## src/rtl/rggen_counter_event_arbiter.sv

```systemverilog
// Round-robin merger of per-source up/down event pulses into one counter's single-lane up/down/clear ports.
// Optional sticky saturation flags: define RGGEN_COUNTER_EVENT_ARBITER_OVERFLOW_FLAG_EN.
module rggen_counter_event_arbiter #(
  parameter int REQUESTERS    = 4,
  parameter int PENDING_WIDTH = 4
)(
  input  logic                  i_clk,
  input  logic                  i_rst_n,
  input  logic                  i_clear,
  input  logic                  i_hold,
  input  logic [REQUESTERS-1:0] i_up,
  input  logic [REQUESTERS-1:0] i_down,
  input  logic [REQUESTERS-1:0] i_overflow_clear,
  output logic                  o_up,
  output logic                  o_down,
  output logic                  o_clear,
  output logic [REQUESTERS-1:0] o_grant,
  output logic                  o_busy,
  output logic [REQUESTERS-1:0] o_overflow
);
  localparam int IDX_WIDTH = $clog2(REQUESTERS);
  localparam logic signed [PENDING_WIDTH:0] PMAX = (PENDING_WIDTH+1)'((1 << (PENDING_WIDTH-1)) - 1);
  localparam logic signed [PENDING_WIDTH:0] NMAX = -PMAX;
  localparam logic [IDX_WIDTH-1:0] LAST_INIT = IDX_WIDTH'(REQUESTERS-1);

  // Signed unit step: +1 for pos only, -1 for neg only, 0 otherwise.
  function automatic logic signed [PENDING_WIDTH:0] unit_step(input logic pos, input logic neg);
    logic signed [PENDING_WIDTH:0] res;
    case ({pos, neg})
      2'b10:   res = (PENDING_WIDTH+1)'(1);
      2'b01:   res = -(PENDING_WIDTH+1)'(1);
      default: res = '0;
    endcase
    return res;
  endfunction

  logic signed [PENDING_WIDTH-1:0] pending_r     [REQUESTERS];
  logic signed [PENDING_WIDTH-1:0] pending_nxt_s [REQUESTERS];
  logic signed [PENDING_WIDTH:0]   raw_s         [REQUESTERS];
  logic [REQUESTERS-1:0] sat_s;
  logic [REQUESTERS-1:0] nonzero_s;
  logic [REQUESTERS-1:0] sel_onehot_s;
  logic [IDX_WIDTH-1:0]  last_r;
  logic [IDX_WIDTH-1:0]  cand_s;
  logic [IDX_WIDTH-1:0]  sel_idx_s;
  logic                  sel_valid_s;
  logic                  sel_up_s;
  logic                  up_r;
  logic                  down_r;
  logic                  clear_r;
  logic                  busy_r;
  logic [REQUESTERS-1:0] grant_r;

  // Round-robin search starting just after the last issued source.
  always_comb begin
    sel_valid_s = 1'b0;
    sel_idx_s   = '0;
    cand_s      = '0;
    if (!i_hold && !i_clear) begin
      for (int k = 1; k <= REQUESTERS; k++) begin
        cand_s = IDX_WIDTH'((int'(last_r) + k) % REQUESTERS);
        if (!sel_valid_s && (pending_r[cand_s] != '0)) begin
          sel_valid_s = 1'b1;
          sel_idx_s   = cand_s;
        end else begin
          sel_idx_s   = sel_idx_s;
        end
      end
    end else begin
      sel_valid_s = 1'b0;
      sel_idx_s   = '0;
    end
  end

  // Issue direction follows the sign of the selected pending value.
  always_comb begin
    sel_up_s = ~pending_r[sel_idx_s][PENDING_WIDTH-1];
    for (int i = 0; i < REQUESTERS; i++) begin
      sel_onehot_s[i] = sel_valid_s && (sel_idx_s == IDX_WIDTH'(i));
    end
  end

  // Pending update: new event and issued unit applied together, then clamped to +/-PMAX.
  always_comb begin
    for (int i = 0; i < REQUESTERS; i++) begin
      raw_s[i] = $signed({pending_r[i][PENDING_WIDTH-1], pending_r[i]})
               + unit_step(i_up[i], i_down[i])
               - unit_step(sel_onehot_s[i] & sel_up_s, sel_onehot_s[i] & ~sel_up_s);
      if (i_clear) begin
        pending_nxt_s[i] = '0;
        sat_s[i]         = 1'b0;
      end else if (raw_s[i] > PMAX) begin
        pending_nxt_s[i] = PMAX[PENDING_WIDTH-1:0];
        sat_s[i]         = 1'b1;
      end else if (raw_s[i] < NMAX) begin
        pending_nxt_s[i] = NMAX[PENDING_WIDTH-1:0];
        sat_s[i]         = 1'b1;
      end else begin
        pending_nxt_s[i] = raw_s[i][PENDING_WIDTH-1:0];
        sat_s[i]         = 1'b0;
      end
      nonzero_s[i] = (pending_nxt_s[i] != '0);
    end
  end

  // Pending accumulators and round-robin pointer.
  always_ff @(posedge i_clk or negedge i_rst_n) begin
    if (!i_rst_n) begin
      for (int i = 0; i < REQUESTERS; i++) begin
        pending_r[i] <= '0;
      end
      last_r <= LAST_INIT;
    end else begin
      for (int i = 0; i < REQUESTERS; i++) begin
        pending_r[i] <= pending_nxt_s[i];
      end
      if (i_clear) begin
        last_r <= LAST_INIT;
      end else if (sel_valid_s) begin
        last_r <= sel_idx_s;
      end else begin
        last_r <= last_r;
      end
    end
  end

  // Registered counter-side outputs.
  always_ff @(posedge i_clk or negedge i_rst_n) begin
    if (!i_rst_n) begin
      up_r    <= 1'b0;
      down_r  <= 1'b0;
      clear_r <= 1'b0;
      busy_r  <= 1'b0;
      grant_r <= '0;
    end else begin
      up_r    <= sel_valid_s & sel_up_s;
      down_r  <= sel_valid_s & ~sel_up_s;
      clear_r <= i_clear;
      busy_r  <= |nonzero_s;
      grant_r <= sel_onehot_s;
    end
  end

  assign o_up    = up_r;
  assign o_down  = down_r;
  assign o_clear = clear_r;
  assign o_busy  = busy_r;
  assign o_grant = grant_r;

`ifdef RGGEN_COUNTER_EVENT_ARBITER_OVERFLOW_FLAG_EN
  logic [REQUESTERS-1:0] overflow_r;

  // Sticky saturation flags; a new saturation beats a same-cycle clear.
  always_ff @(posedge i_clk or negedge i_rst_n) begin
    if (!i_rst_n) begin
      overflow_r <= '0;
    end else begin
      overflow_r <= (overflow_r & ~i_overflow_clear) | sat_s;
    end
  end

  assign o_overflow = overflow_r;
`else
  logic unused_overflow_s;
  assign unused_overflow_s = ^{i_overflow_clear, sat_s};
  assign o_overflow        = '0;
`endif

endmodule

```

## config.mk

```make
export PLATFORM = sky130hd
export DESIGN_NAME = rggen_counter_event_arbiter
export DESIGN_NICKNAME = d
export VERILOG_FILES = /design/src/rtl/rggen_counter_event_arbiter.sv
export SDC_FILE = /design/constraint.sdc
export NUM_CORES = 1
export LEC_CHECK = 0
export ABC_AREA = 1
export CELL_PAD_IN_SITES_DETAIL_PLACEMENT = 2
export CELL_PAD_IN_SITES_GLOBAL_PLACEMENT = 2
export CORE_MARGIN = 2
export CORE_UTILIZATION = 37
export DETAILED_ROUTE_END_ITERATION = 8
export PLACE_DENSITY_LB_ADDON = 0.1
export REMOVE_ABC_BUFFERS = 1
export SLEW_MARGIN = 20
export SYNTH_ARGS = -nofsm -noshare
export SYNTH_HDL_FRONTEND = slang
export SYNTH_SLANG_ARGS = --single-unit
export TNS_END_PERCENT = 1
```

## constraint.sdc

```tcl
create_clock -name i_clk -period 7.6 [get_ports i_clk]
set_clock_uncertainty 0.15 [all_clocks]
set_input_delay 1.52 -clock i_clk [delete_from_list [all_inputs] [get_ports i_clk]]
set_output_delay 1.52 -clock i_clk [all_outputs]
set_load 0.02 [all_outputs]
```

==> results of run 1 <==
layer usage:
| metal | up-vias | wire length, um |
|---|---|---|
| met1 | 1085 | 3100 |
| li1 | 1044 | - |
| met4 | 0 | 63 |
| met2 | 26 | 3760 |
| met5 | - | 0 |
| met3 | 7 | 153 |
layout make-up:
type                       count  area share [%]
multi-input combinational    224            54.7
sequential                    26            22.1
inverter                      76            9.81
timing repair buffer          21            6.93
tap                           96            4.06
clock buffer                   3            1.39
clock inverter                 1            1.01
worst min-delay path: stages (launching register included):
cell     delay [ns]
dfstp_2        0.41
o21ai_0        0.18
nand2_1        0.06
metrics by stage:
step	setup WS, ns	util (%)	instances
after floorplan	3.13	-	326
after global placement	2.04	42.5	443
after detailed placement	1.90	42.5	443
after CTS	2.17	43.6	447
after global routing	1.91	43.6	447
final	2.20	43.6	447
flip-flops by register name (all words and copies together), names as in the netlist:
| name | flops |
|---|---|
| pending_r | 16 |
| o_grant | 4 |
| last_r | 2 |
| o_busy | 1 |
| o_clear | 1 |
| o_down | 1 |
| o_up | 1 |
worst min path at each step:
stage	start	endpoint	cells after the start	slack (ns)
global placement	last_r[1]	last_r[1]	2	0.44
CTS	last_r[1]	last_r[1]	2	0.50
finish	last_r[1]	last_r[1]	2	0.50
detailed placement	last_r[1]	last_r[1]	2	0.46
floorplan	last_r[1]	last_r[1]	2	0.42
global route	last_r[1]	last_r[1]	2	0.54
kinds of logic (layout without fill, tap and decap cells):
kind of cell / Yosys count / in the layout / share of synthesized area [%]
AND/OR/NAND/NOR: 142 / 142 / 27.9
buffers and inverters: 83 / 101 / 13.1
adder cells (fa/ha/maj): 40 / 40 / 23.8
flip-flops: 26 / 26 / 25.1
AO/OA/AOI/OAI: 22 / 22 / 4.57
XOR/XNOR: 16 / 16 / 5.38
other: 1 / 4 / 0.144
cell usage in the layout (no fill, tap or decap), types with 2 or more instances in the layout:
cell and instances:
o21ai_0 8, clkdlybuf4s50_1 19, clkbuf_8 3, nor2_2 4, inv_2 8, buf_4 2, dfrtp_1 24, nand2_2 13
xor2_1 8, conb_1 4, nand3_1 34, nand2_4 4, xnor2_1 8, nand2_1 54, nor2_1 20, ha_1 24
dfstp_2 2, fa_1 16, a21o_1 2, inv_4 2, inv_1 66, a21oi_1 11, nand3_2 7, nand4_1 4
==> impl_metrics.yaml, run 1 <==
cts:
  cts-resized-gates: 0
  postCtsHoldBufs: 0
  cts-root-buf: "clkbuf_8"
  clkTransAtPathRegs_ns: 0.10
  cts_tree: "built"
  clock_latency_ns: 0.28
  cts_setup_buffers: 0
  numCtsBuffers: 3
  htree_levels: 1
  clock_sinks: 26
  clockBufferDepth: 2
place:
  place.gp.congestion: 0.760
  dpl.hpwl_um: 5870
  port_buffers: 19
  place_area_um2: 2890
timing:
  period_share_pct: 71.1
  rsz0062_at_grt: "no"
  setup_viol: 0
  hold_viol_final: 0
  setup-tns-final_ns: 0
  whs_ns: 0.499
  drv_slew: 0
  post-route-min-period_ns: 5.40
  fmax_mhz: 185
final_layout:
  n_antenna_cell: 0
  finalNetCount: 408
  multi_input_area_um2: 1620
  stdcell_area_um2: 2960
  area_growth_pct: 13.8
  drive_gt1_share_pct: 14.0
  seq_area_um2: 653
  fill_cells: 794
drt:
  wl_per_cell_um: 15.8
  drt_wl_total_um: 7080
  drt_iter0_markers: 52
  num_vias: 2162
  viasPerCell: 4.84
  route.detailed.drc: 0
  antenna_left: 0
  firstDrtPassIters: 4
setup_path:
  cp.buffers_inverters: 5
  worst_ep_arrival_time_ns: 5.43
  r2r_slack_ns: 2.67
  rr_endpoint: "o_busy"
  crit_top_cell: "nand2_1"
  crit_slowest_cell: "fa_1"
  cp.depth: 22
  cp_max_fo: 10
  critPathTopFamily: "simple AND/OR/NAND/NOR gates"
  crit_end: "o_busy"
  path_class: "primary input to register"
  path_cells: "clkdlybuf4s50_1, buf_4, nor2_1, nand2_4, inv_4, nand2_8, nand2_2, nand2_1, nand2_2, nand3_1, fa_1, inv_1, fa_1, o21ai_0, xor2_1, inv_1, nand2_1, nand3_1, nand2_1, nand3_1, nor2_1, nand2_1"
  cp-start-kind: "primary input"
  critPathMaxStageDelay_ns: 0.54
  crit_path_start: "i_clear"
  required_ns: 7.63
  reg2reg_from: "last_r[0]"
  reg2reg_depth: 25
  crit_path_end_kind: "register"
yosys:
  yosys-top-cells-count: "inv_1, nand2_1, nand3_1, dfrtp_1, ha_1"
  syn_avg_cell_area_um2: 7.89
  synth_top_area_cell: "dfrtp_1"
  ys_ff_latch: 26
  yosysWarnings: 0
  synth_cells: 330
  yosys.area.top_type_share_pct: 23.1
  ys.flop_type: "dfrtp_1"
  yosys.cell_count.top_type: "inv_1"
  synth.top_cells.by_area: "dfrtp_1, fa_1, ha_1"
  ys_types: 28
  ys_seq_area_share_pct: 25.1
  synthArstFlopShare_pct: 100
  syn_area_um2: 2600
  synth_edf_count: 0
outcome:
  status: "completed"
global_routing:
  gr-usage-met3_pct: 2.26
  globalRouteTotalUtil_pct: 20.2
  overflow: 0
  antenna_found_initial: 0
  grtUsageMet1_pct: 24.7
  grt_first_pass_wirelength_um: 12000
  met2_usage_pct: 38.5
  grt_pass1_vias: 2509
  grt-busiest-layer: "met2"
  grt_max_degree: 27
hold_path:
  hold_class: "register to register"
floorplan:
  core_um2: 6790
  io_pins: 28
  die_y_um: 87.9
  start_util_pct: 38.3
  rows: 30
  dieArea_um2: 7720
  die_w_um: 87.9
flow_run:
  cap_violations: 0
Power of run 1 is not shown: default switching activity piles up to over one toggle a cycle in this logic, so the estimate is an artifact.
==> run 2, diff against run 1 <==
--- a/config.mk
+++ b/config.mk
@@ -9,7 +9,7 @@
 export CELL_PAD_IN_SITES_DETAIL_PLACEMENT = 2
 export CELL_PAD_IN_SITES_GLOBAL_PLACEMENT = 2
 export CORE_MARGIN = 2
-export CORE_UTILIZATION = 37
+export CORE_UTILIZATION = 34
 export DETAILED_ROUTE_END_ITERATION = 8
 export PLACE_DENSITY_LB_ADDON = 0.1
 export REMOVE_ABC_BUFFERS = 1
==> constraint.sdc (replaced) <==
create_clock -name i_clk -period 5.2 [get_ports i_clk]
set_clock_uncertainty 0.15 [all_clocks]
set_input_delay 1.04 -clock i_clk [delete_from_list [all_inputs] [get_ports i_clk]]
set_output_delay 1.04 -clock i_clk [all_outputs]
set_load 0.02 [all_outputs]
==> impl_metrics.yaml, run 2 (synthesized netlist as in run 1, its figures left out) <==
outcome:
  status: "completed"
timing:
  drv_slew: 0
  setup_viol: 0
  rsz0062_at_grt: "no"
  period_share_pct: 90.7
  worst_slack_ns: 0.481
  post-route-min-period_ns: 4.72
  setup-tns-final_ns: 0
  fmax_mhz: 212
  hold_viol_final: 0
setup_path:
  rr_endpoint: "o_busy"
  crit_path_end_kind: "register"
  worst_ep_arrival_time_ns: 4.74
  path_class: "primary input to register"
  crit_top_cell: "nand2_1"
  reg2reg_from: "last_r[0]"
  cp_max_fo: 9
  r2r_slack_ns: 0.57
  crit_slowest_cell: "fa_1"
  required_ns: 5.23
  critPathMaxStageDelay_ns: 0.54
  reg2reg_depth: 26
  path_cells: "clkdlybuf4s50_1, nor2_1, nand2_4, inv_4, nand2_8, nand2_2, nand2_1, nand2_2, nand3_1, fa_1, inv_1, fa_1, o21ai_0, xor2_1, inv_1, nand2_1, nand3_1, nand2_1, nand3_1, nor2_1, nand2_1"
  cp-start-kind: "primary input"
cts:
  cts_tree: "built"
  clockBufferDepth: 2
  cts-root-buf: "clkbuf_8"
  postCtsHoldBufs: 0
  numCtsBuffers: 3
  htree_levels: 1
  clock_latency_ns: 0.28
  clock_sinks: 26
  clkTransAtPathRegs_ns: 0.10
place:
  port_buffers: 19
  dp_cells: 450
  dpl.hpwl_um: 5550
  pre_cts_slack_ns: 0.128
  place.gp.congestion: 0.764
floorplan:
  io_pins: 28
  die_y_um: 91.5
  die_w_um: 91.5
  core_um2: 7330
  dieArea_um2: 8370
  rows: 31
  start_util_pct: 35.5
drt:
  num_vias: 2156
  antenna_left: 0
  drt_wl_total_um: 6480
  wl_per_cell_um: 14.2
  viasPerCell: 4.72
  route.detailed.drc: 0
  firstDrtPassIters: 4
  drt_iter0_markers: 37
global_routing:
  globalRouteTotalUtil_pct: 17.0
  antenna_found_initial: 0
  grt_first_pass_wirelength_um: 11500
  overflow: 0
  grt_max_degree: 27
  grt_pass1_vias: 2469
power:
  power_density_nw_per_um2: 727
  ir_worst_vdd_mv: 0.334
  p_leak_nw: 1.61
final_layout:
  instances_no_fill: 457
  regMostFlops: "pending_r"
  final_common_cell: "inv_1"
  finalNetCount: 415
  n_antenna_cell: 0
  drive_gt1_share_pct: 15.4
  most-common-layout-cells: "inv_1, nand2_1, nand3_1"
  largest_reg_flops: 16
  area_growth_pct: 14.9
hold_path:
  whs_path_depth: 2
  hold_class: "register to register"
  min_to: "last_r[1]"
  min_from: "last_r[1]"
flow_run:
  cap_violations: 0
-- run 2: where the power goes --
group | internal, mW | switching [mW]
logic | 0.641 | 1.07
clock network | 0.0551 | 0.0698
registers | 0.283 | 0.0546
-- run 2: cell type report --
type | count | area [um2]
fillers | 840 | 4340
multi-input cells | 224 | 1620
flip-flops and latches | 26 | 653
inverters | 76 | 290
repair buffers | 28 | 258
well taps | 99 | 124
clock buffers | 4 | 45.0
-- run 2: how the worst max path moves through the flow --
stage	start	end	slack, ns	cells past startpoint
2_1_floorplan	last_r[0]	o_busy	1.20	27
3_3_place_gp	i_clear	o_busy	0.22	21
3_5_place_dp	i_clear	o_busy	0.13	21
4_1_cts	last_r[0]	o_busy	0.36	26
5_1_grt	i_clear	o_busy	0.13	22
6_report	i_clear	o_busy	0.48	21
-- run 2: routing by layer --
layer | up-vias | global-route usage, % | share of wire (%)
met2 | 18 | 30.8 | 50
met4 | 0 | 1.52 | 0.062
li1 | 1057 | - | -
met3 | 2 | 2.49 | 1.9
met5 | - | 0 | 0
met1 | 1079 | 22.3 | 48
-- run 2: metrics by stage --
stage | area (um2) | utilization (%) | power (mW) | hold slack (ns)
2_1_floorplan | 2560 | - | 1.64 | 0.422
3_3_place_gp | 2920 | 39.9 | 2.00 | 0.438
3_5_place_dp | 2920 | 39.9 | 2.07 | 0.466
4_1_cts | 2970 | 40.5 | 2.21 | 0.481
5_1_grt | 2990 | 40.8 | 2.49 | 0.518
6_report | 2990 | 40.8 | 2.17 | 0.477
-- run 2: timing repair --
item | CTS | global route
setup endpoints to repair | 0 | 1
gates resized for setup | 0 | 0
endpoints found under the hold margin | 0 | 0
setup buffers | 0 | 3
-- run 2: critical path, delay by kind of cell --
family	cells	cell delay [ns]
AO/OA/AOI/OAI	1	0.22
XOR/XNOR	1	0.28
adder cells (fa/ha/maj)	2	1.00
buffers and inverters	4	0.74
AND/OR/NAND/NOR	13	1.46
Power figures use the tool's default switching activity.
==> run 3, diff against run 2 <==
--- a/config.mk
+++ b/config.mk
@@ -6,6 +6,7 @@
 export NUM_CORES = 1
 export LEC_CHECK = 0
 export ABC_AREA = 1
+export CAP_MARGIN = 20
 export CELL_PAD_IN_SITES_DETAIL_PLACEMENT = 2
 export CELL_PAD_IN_SITES_GLOBAL_PLACEMENT = 2
 export CORE_MARGIN = 2
==> results of run 3 <==
Final layout, timing and power as in run 2 (identical DEF).
